### src/rtl/riscv_pkg.sv
// Shared RISC-V front-end definitions: datapath width, NOP encoding, PC increment, fetch entry.
package riscv_pkg;

  localparam int unsigned XLEN = 32;
  localparam logic [XLEN-1:0] INSTR_NOP = 32'h0000_0013;
  localparam logic [XLEN-1:0] PC_STEP   = 32'd4;

  typedef struct packed {
    logic [XLEN-1:0] pc;
    logic [XLEN-1:0] instr;
  } fetch_entry_t;

endpackage

### src/rtl/fetch_buffer.sv
// In-order FIFO of fetched {pc, instr} entries with a registered head so decode never sees
// a combinational path from the push data.
module fetch_buffer
  import riscv_pkg::*;
#(
  parameter int unsigned DEPTH = 2,
  localparam int unsigned PTR_W = (DEPTH > 1) ? $clog2(DEPTH) : 1,
  localparam int unsigned CNT_W = $clog2(DEPTH + 1)
) (
  input  logic             clk,
  input  logic             rst_n,
  input  logic             flush_i,
  input  logic             push_i,
  input  fetch_entry_t     push_data_i,
  input  logic             pop_i,
  output logic             head_valid_o,
  output fetch_entry_t     head_o,
  output logic [CNT_W-1:0] count_o
);

  fetch_entry_t     mem_q [DEPTH];
  logic [PTR_W-1:0] wr_ptr_q, wr_ptr_d;
  logic [PTR_W-1:0] rd_ptr_q, rd_ptr_d;
  logic [CNT_W-1:0] count_q, count_d;
  logic             head_valid_q, head_valid_d;
  fetch_entry_t     head_q, head_d;

  // Head is precomputed from the post-edge view; a push into an emptying buffer bypasses storage.
  always_comb begin
    wr_ptr_d     = wr_ptr_q;
    rd_ptr_d     = rd_ptr_q;
    count_d      = count_q;
    head_valid_d = head_valid_q;
    head_d       = head_q;
    if (flush_i) begin
      wr_ptr_d     = '0;
      rd_ptr_d     = '0;
      count_d      = '0;
      head_valid_d = 1'b0;
    end else begin
      if (push_i) wr_ptr_d = wr_ptr_q + PTR_W'(1);
      if (pop_i)  rd_ptr_d = rd_ptr_q + PTR_W'(1);
      count_d      = count_q + CNT_W'(push_i) - CNT_W'(pop_i);
      head_valid_d = (count_d != '0);
      if (count_d != '0) begin
        if (push_i && (count_q == CNT_W'(pop_i))) head_d = push_data_i;
        else                                      head_d = mem_q[rd_ptr_d];
      end
    end
  end

  always_ff @(posedge clk or negedge rst_n) begin
    if (!rst_n) begin
      wr_ptr_q     <= '0;
      rd_ptr_q     <= '0;
      count_q      <= '0;
      head_valid_q <= 1'b0;
      head_q       <= '{pc: '0, instr: INSTR_NOP};
    end else begin
      wr_ptr_q     <= wr_ptr_d;
      rd_ptr_q     <= rd_ptr_d;
      count_q      <= count_d;
      head_valid_q <= head_valid_d;
      head_q       <= head_d;
    end
  end

  // Storage needs no reset: entries are only read after being written.
  always_ff @(posedge clk) begin
    if (push_i && !flush_i) mem_q[wr_ptr_q] <= push_data_i;
  end

  assign head_valid_o = head_valid_q;
  assign head_o       = head_q;
  assign count_o      = count_q;

endmodule

### src/rtl/fetch_controller.sv
// IF-stage sequencer: owns the fetch PC, drives the synchronous imem address, tracks the one
// outstanding read and feeds returned words through fetch_buffer to decode.
module fetch_controller
  import riscv_pkg::*;
#(
  parameter logic [XLEN-1:0] RESET_PC  = 32'h0000_0000,
  parameter int unsigned     BUF_DEPTH = 2
) (
  input  logic            clk,
  input  logic            reset,
  input  logic            fetch_en,
  input  logic            redirect_valid,
  input  logic [XLEN-1:0] redirect_pc,
  output logic [XLEN-1:0] imem_read_address,
  input  logic [XLEN-1:0] imem_instruction_in,
  output logic            if_valid,
  output logic [XLEN-1:0] if_pc,
  output logic [XLEN-1:0] if_instr,
  input  logic            if_ready
);

  localparam int unsigned CNT_W = $clog2(BUF_DEPTH + 1);
  localparam int unsigned OCC_W = CNT_W + 1;

  typedef enum logic {
    ST_IDLE = 1'b0,
    ST_WAIT = 1'b1
  } fetch_state_e;

  fetch_state_e    state_q, state_d;
  logic [XLEN-1:0] pc_q, pc_d;
  logic [XLEN-1:0] inflight_pc_q, inflight_pc_d;

  logic             inflight;
  logic             pop;
  logic             push;
  logic             issue;
  logic [OCC_W-1:0] occupancy;
  logic [CNT_W-1:0] buf_count;
  logic             head_valid;
  fetch_entry_t     head;
  fetch_entry_t     push_entry;

  assign inflight   = (state_q == ST_WAIT);
  assign pop        = head_valid & if_ready & ~redirect_valid;
  assign push       = inflight & ~redirect_valid;
  assign push_entry = '{pc: inflight_pc_q, instr: imem_instruction_in};

  // Reserve a slot for every word already requested so the buffer can never overflow.
  assign occupancy = OCC_W'(buf_count) + OCC_W'(inflight) - OCC_W'(pop);
  assign issue     = fetch_en & ~redirect_valid & (occupancy < OCC_W'(BUF_DEPTH));

  always_comb begin
    state_d       = ST_IDLE;
    pc_d          = pc_q;
    inflight_pc_d = inflight_pc_q;
    if (redirect_valid) begin
      pc_d = {redirect_pc[XLEN-1:2], 2'b00};
    end else if (issue) begin
      state_d       = ST_WAIT;
      inflight_pc_d = pc_q;
      pc_d          = pc_q + PC_STEP;
    end
  end

  always_ff @(posedge clk or negedge reset) begin
    if (!reset) begin
      state_q       <= ST_IDLE;
      pc_q          <= RESET_PC;
      inflight_pc_q <= RESET_PC;
    end else begin
      state_q       <= state_d;
      pc_q          <= pc_d;
      inflight_pc_q <= inflight_pc_d;
    end
  end

  fetch_buffer #(.DEPTH(BUF_DEPTH)) u_fetch_buffer (
    .clk          (clk),
    .rst_n        (reset),
    .flush_i      (redirect_valid),
    .push_i       (push),
    .push_data_i  (push_entry),
    .pop_i        (pop),
    .head_valid_o (head_valid),
    .head_o       (head),
    .count_o      (buf_count)
  );

  assign imem_read_address = pc_q;
  assign if_valid          = head_valid;
  assign if_pc             = head.pc;
  assign if_instr          = head.instr;

endmodule

### config.mk
export PLATFORM = sky130hd
export DESIGN_NAME = fetch_controller
export DESIGN_NICKNAME = d
export VERILOG_FILES = /design/src/rtl/riscv_pkg.sv /design/src/rtl/fetch_buffer.sv /design/src/rtl/fetch_controller.sv
export SDC_FILE = /design/constraint.sdc
export NUM_CORES = 1
export LEC_CHECK = 0
export BUFFER_PORTS_ARGS = -buffer_cell sky130_fd_sc_hd__buf_2
export CORE_MARGIN = 2
export CORE_UTILIZATION = 51
export DETAILED_ROUTE_END_ITERATION = 10
export PLACE_DENSITY = 0.87
export RECOVER_POWER = 50
export SYNTH_ARGS = -nofsm -noshare
export SYNTH_HDL_FRONTEND = slang
export SYNTH_SLANG_ARGS = --single-unit
### constraint.sdc
create_clock -name clk -period 4.06 [get_ports clk]
set_input_delay 0.406 -clock clk [delete_from_list [all_inputs] [get_ports clk]]
set_output_delay 0.406 -clock clk [all_outputs]
set_load 0.005 [all_outputs]
# After elaboration in Yosys (flattened, before gate mapping)
# Memories as Yosys holds them, arrays and structs flattened.
# Index checks and enable logic that the tools add are counted.
dict set report word_totals {
  register_bits 134
  ram_bits 128
  in_bits 69
  out_inout_bits 97
  wordCells 47
  n_memories 1
}
# memory words width rd rd_clocked_by_memory_dff wr line
set mem_list {}
lappend mem_list {u_fetch_buffer.mem_q 2 64 1 0 1 fetch_buffer.sv:21} ;# fetch_entry_t mem_q [DEPTH];
dict set report classes {
  n_addsub 7
  n_lt_le_gt_ge 1
  n_eq_ne 1
  n_mux 14
  bitwise_logic 6
  reduce_logical 8
}
# operator n
set op_table {}
lappend op_table {{two-way mux 32 bit} 2}
lappend op_table {{two-way mux 64 bit} 1}
lappend op_table {{adder 32 x 3 -> 32 bit, second input constant} 1}
lappend op_table {{two-way mux 1 bit} 10}
lappend op_table {{nonzero test 2 bit} 3}
lappend op_table {{AND 1 bit} 5}
lappend op_table {{AND reduction 2 bit} 2}
lappend op_table {{adder 2 x 1 -> 3 bit} 1}
lappend op_table {{< comparator 3 x 2 -> 1 bit, second input constant} 1}
lappend op_table {{subtractor 3 x 1 -> 3 bit} 1}
lappend op_table {{adder 1 bit, second input constant} 2}
lappend op_table {{adder 2 x 1 -> 2 bit} 1}
lappend op_table {{equality test 2 x 1 -> 1 bit} 1}
lappend op_table {{logical AND 1 bit} 2}
lappend op_table {{two-way mux 2 bit} 1}
lappend op_table {{subtractor 2 x 1 -> 2 bit} 1}
lappend op_table {{zero test 1 bit} 1}
lappend op_table {{inverter 1 bit} 1}

# Logic depth before layout (Yosys ltp)
dict set report logic_depth {
  ltp_word 7
  ltp_mapped 14
  mapped_depth_nobuf 10
}

# Cells and area by module
# Synthesis repeated with hierarchy kept, for this count alone.
dict set report unflattened {
  cells_unflattened 902
  area_unflattened_um2 11050.6
}
# module n_inst cells_each area_each_um2 seq_area_each_um2
set by_module_without_submodules {}
lappend by_module_without_submodules {fetch_buffer 1 569 8010.2 5574.1}
lappend by_module_without_submodules {fetch_controller 1 333 3040.4 1526.5}

# Least setup slack after synthesis
# No wires, ideal clock.
dict set report synth_timing {
  kind {input to register}
  from {in redirect_valid}
  to {mem u_fetch_buffer.mem_q[0][0] (netlist name), enable pin}
  setup_ns 0.490
  arrival_time_ns 3.539
  required_ns 3.570
  setup_slack_ns 0.031
  stages 3
  path_buffers 1
  path_cell_list {clkbuf_1 nor2b_1 nor2b_1}
}
dict set report synth_between {
  elab_chain_len 5
  word_cells_on_any_way 6
  cone_classes {mux: 2; bitwise: 2; reduce/logical: 2}
}
# element line
set synth_rtl {}
lappend synth_rtl {{start, declared} fetch_controller.sv:12} ;# input logic redirect_valid,
lappend synth_rtl {{inverter 1 bit (no source line)} --}
lappend synth_rtl {{AND 1 bit} fetch_controller.sv:46} ;# assign push = inflight & ~redirect_valid;
lappend synth_rtl {{logical AND 1 bit *} fetch_buffer.sv:70} ;# if (push_i && !flush_i) mem_q[wr_ptr_q] <= push_data_i;
lappend synth_rtl {{two-way mux 1 bit *} fetch_buffer.sv:70}
lappend synth_rtl {{two-way mux 1 bit (implied by the code) *} fetch_buffer.sv:70}
lappend synth_rtl {{end, declared} fetch_buffer.sv:21}
# Every way passes the cells marked *; elsewhere a longest branch is shown, timed or not.

# Final worst setup path
dict set report layout_timing {
  from {reg u_fetch_buffer.head_valid_q (netlist: u_fetch_buffer.head_valid_o)}
  to {reg pc_q[31] (netlist: imem_read_address[31])}
}
dict set report layout_between {
  elab_chain_len 6
}
# element line
set layout_rtl {}
lappend layout_rtl {{start, declared} fetch_buffer.sv:25} ;# logic head_valid_q, head_valid_d;
lappend layout_rtl {{start signal, assigned} fetch_buffer.sv:63} ;# head_valid_q <= head_valid_d;
lappend layout_rtl {{AND 1 bit (2 in a row)} fetch_controller.sv:45} ;# assign pop = head_valid & if_ready & ~redirect_valid;
lappend layout_rtl {{subtractor 3 x 1 -> 3 bit} fetch_controller.sv:50} ;# assign occupancy = OCC_W'(buf_count) + OCC_W'(inflight) - OCC_W'(pop);
lappend layout_rtl {{< comparator 3 x 2 -> 1 bit} fetch_controller.sv:51} ;# assign issue = fetch_en & ~redirect_valid & (occupancy < OCC_W'(BUF_DEPTH));
lappend layout_rtl {{AND 1 bit} fetch_controller.sv:51}
lappend layout_rtl {{nonzero test 2 bit (no source line)} --}
lappend layout_rtl {{end signal, assigned} fetch_controller.sv:73} ;# pc_q <= pc_d;
lappend layout_rtl {{end, declared} fetch_controller.sv:31} ;# logic [XLEN-1:0] pc_q, pc_d;
# No other way between the ends.
# A chain may end at the register's enable or synchronous reset.

==> impl_metrics.csv <==
group,metric,value,unit
outcome,outcome,"complete, but fails checks",
finish,drive_above_1_share,20.1,%
yosys,syn_inst,802,
hold_path,hold_depth,3,
finish,syn2layout_area_growth,16.9,%
detailed_routing,first_iter_violations,472,
finish,utilization,60.6,%
clock_tree,hold_buffers,1,
detailed_routing,vias_per_cell,5.82,
sta,max_freq,289,MHz
finish,fin_nets,1027,
finish,layout.cells.most_common,"dfrtp_1",
power_and_ir_drop,p_per_area,603,nW/um^2
setup_path,startpoint_type,"flip-flop",
placed_design,place_inst,1195,
detailed_routing,ant_nets,0,
finish,n_antenna_cell,0,
hold_path,hold_end,"imem_read_address[12]",
power_and_ir_drop,power.leakage,5.03,nW
flow_run,maxCapViolations,1,
finish,nFillCells,1617,
clock_tree,clkSlewWorstSetupHoldPaths,0.06,ns
detailed_routing,top_layer_used,"met4",
detailed_routing,first_pass_iters,5,
yosys,syn_area,10500,um^2
die,dieArea,21700,um^2
setup_path,crit_fanout,24,
grt,track_usage,21.9,%
grt,overflow,0,
sta,hold_viol_final,0,
placed_design,gp_congestion,0.889,
grt,grt_pass1_vias,7154,
die,initial_core_util,51.8,%
sta,fin_setup_tns,0,ns
clock_tree,cts_tree,"done",
clock_tree,postCtsResizedCells,0,
finish,fin_cells,1240,
yosys,ys_seq_elements,252,
clock_tree,cts_sinks,252,
sta,clock_skew,0.0111,ns
clock_tree,post_cts_buffers,0,
clock_tree,cts.htree.levels,1,
detailed_routing,wl_met1,9690,um
grt,grt_start_max_net_pins,69,
sta,setup_violations,0,
sta,rsz0062_at_grt,"false",
finish,final_area,12200,um^2
power_and_ir_drop,ir_worst_vdd,0.268,mV
hold_path,min_from,"redirect_pc[12]",
detailed_routing,vias,7211,
detailed_routing,wire_per_inst,19.1,um
yosys,synthArstFlopShare,50.8,%
sta,drv_slew,69,
clock_tree,numCtsBuffers,25,
placed_design,portBuffers,159,
setup_path,end_kind,"flip-flop",
sta,worstMarginPinSlew,1.78,ns
setup_path,critical_path_arrival,3.89,ns
finish,most-common-layout-cells,"dfrtp_1 (125), edfxtp_1 (124), buf_2 (102)",
die,die_h,147,um
placed_design,hpwl,15000,um
clock_tree,clk_latency,0.52,ns
yosys,synth_seq_area_share,66.3,%
outcome,failed_checks,"max-capacitance violations, max-slew violations",
die,ios,166,
die,fp-row-count,52,
clock_tree,clockBufferDepth,3,
sta,fin_crit_sh,85.3,%
setup_path,path_cells,"nand3b_1, inv_1, ha_1, inv_1, nand2_1, fa_1, nand2_1, or4_4, or4_1, a31oi_1",
setup_path,cp_slowest_stage_delay,0.75,ns
detailed_routing,wl,23700,um
sta,slew_headroom,-18.6,%
yosys,ys_warn_count,0,
detailed_routing,drcViolationCount,0,
yosys,avgSynthCellArea,13.0,um^2
setup_path,worstReg2RegEnd,"imem_read_address[31]",
setup_path,cp.required,4.49,ns
yosys,ys_types,48,
setup_path,r2r_slack,0.60,ns
grt,grt_pass1_wl,37900,um
detailed_routing,met3_wirelength,1790,um
yosys,synth_edf_count,124,
die,core_area,20200,um^2
detailed_routing,wl_met2,11800,um
setup_path,r2r_start,"u_fetch_buffer.head_valid_o",
hold_path,hp-class,"input pin to flip-flop",
sta,period_needed,3.46,ns
setup_path,r2r_cells,10,
yosys,synthFlopType,"dfrtp_1",
grt,antenna_found_initial,0,
setup_path,critPathKind,"flip-flop to flip-flop",
placed_design,placed_area,11500,um^2
clock_tree,clockRootBuffer,"clkbuf_16",
setup_path,slowest_stage,"or4_4",
die,die_x,147,um
metal layers:
layer / GRT usage [%] / vias to the layer above
met2: 37.1 / 298
met5: 0 / -
met1: 29.6 / 3577
li1: - / 3295
met3: 3.63 / 41
met4: 5.58 / 0
report_power, final:
| part | internal [mW] | leakage [nW] | switching, mW | total (mW) |
|---|---|---|---|---|
| Clock | 1.26 | 0.373 | 0.892 | 2.15 |
| Sequential | 3.32 | 2.66 | 0.381 | 3.70 |
| Combinational | 0.669 | 2.00 | 0.857 | 1.53 |
| Total | 5.24 | 5.03 | 2.13 | 7.37 |
critical path, delay by kind of cell, from the launching register on:
family                   cells  cell delay [ns]
AO/OA/AOI/OAI                1             0.18
adder cells (fa/ha/maj)      2             0.85
flip-flops                   1             0.38
AND/OR/NAND/NOR              5             1.80
buffers and inverters        2             0.16
stage by stage:
step / worst slack (ns) / hold slack, ns / total power [mW]
detailed placement: 0.444 / 0.472 / 5.32
finish: 0.595 / 0.105 / 7.37
global placement: 0.471 / 0.472 / 5.23
global route: 0.479 / 0.106 / 7.77
floorplan: 0.0312 / 0.110 / 4.57
CTS: 0.592 / 0.0704 / 7.48
state kept, by name (all words and copies together) (netlist names):
name                         cells
u_fetch_buffer.mem_q           124
u_fetch_buffer.head_o           62
imem_read_address               30
inflight_pc_q                   30
u_fetch_buffer.count_o           2
inflight                         1
u_fetch_buffer.head_valid_o      1
u_fetch_buffer.rd_ptr_q          1
u_fetch_buffer.wr_ptr_q          1
how the worst max path moves through the flow:
| stage | startpoint | to | slack (ns) |
|---|---|---|---|
| floorplan | redirect_valid | u_fetch_buffer.mem_q[0][0] | 0.03 |
| global placement | redirect_valid | imem_read_address[29] | 0.47 |
| detailed placement | redirect_valid | imem_read_address[31] | 0.44 |
| CTS | u_fetch_buffer.head_valid_o | imem_read_address[31] | 0.59 |
| global route | u_fetch_buffer.head_valid_o | imem_read_address[31] | 0.48 |
| finish | u_fetch_buffer.head_valid_o | imem_read_address[31] | 0.60 |
layout make-up:
| type | instances | area (um^2) | share of cell area [%] |
|---|---|---|---|
| clock buffer | 39 | 708 | 5.80 |
| clock inverter | 5 | 53.8 | 0.440 |
| sequential | 252 | 6930 | 56.7 |
| tap | 270 | 338 | 2.76 |
| timing repair buffer | 173 | 853 | 6.98 |
| inverter | 17 | 63.8 | 0.522 |
| multi-input combinational | 484 | 3270 | 26.8 |
cell families (layout without fill, tap and decap cells):
logic type / after synthesis / count (layout) / synth area share (%)
AOI/OAI and AO/OA: 114 / 114 / 7.78
xor gates and xnor gates: 11 / 11 / 1.07
adders and majority gates: 5 / 5 / 0.670
buffers and inverters: 69 / 234 / 2.84
DFF: 252 / 252 / 66.3
muxes: 93 / 93 / 9.26
other: 1 / 4 / 0.0359
and+or+nand+nor: 257 / 257 / 12.1
synth_stat cells (5+ instances only):
cell type | instances | area (um^2)
dfrtp_1 | 125 | 3130
edfxtp_1 | 124 | 3720
nand2_1 | 88 | 330
nand3_1 | 78 | 390
mux2i_1 | 63 | 631
o211ai_1 | 62 | 465
clkbuf_1 | 33 | 124
mux2_2 | 30 | 338
nor2_1 | 24 | 90.1
inv_1 | 16 | 60.1
a31oi_1 | 15 | 93.8
o21ai_0 | 14 | 70.1
nand4_1 | 13 | 81.3
buf_2 | 12 | 60.1
or4_1 | 10 | 75.1
o31ai_1 | 9 | 67.6
xnor2_1 | 9 | 78.8
nor4_1 | 8 | 50.1
nor2b_1 | 6 | 37.5
or3_1 | 6 | 37.5
nor3_1 | 5 | 25.0
Power figures use the tool's default switching activity.
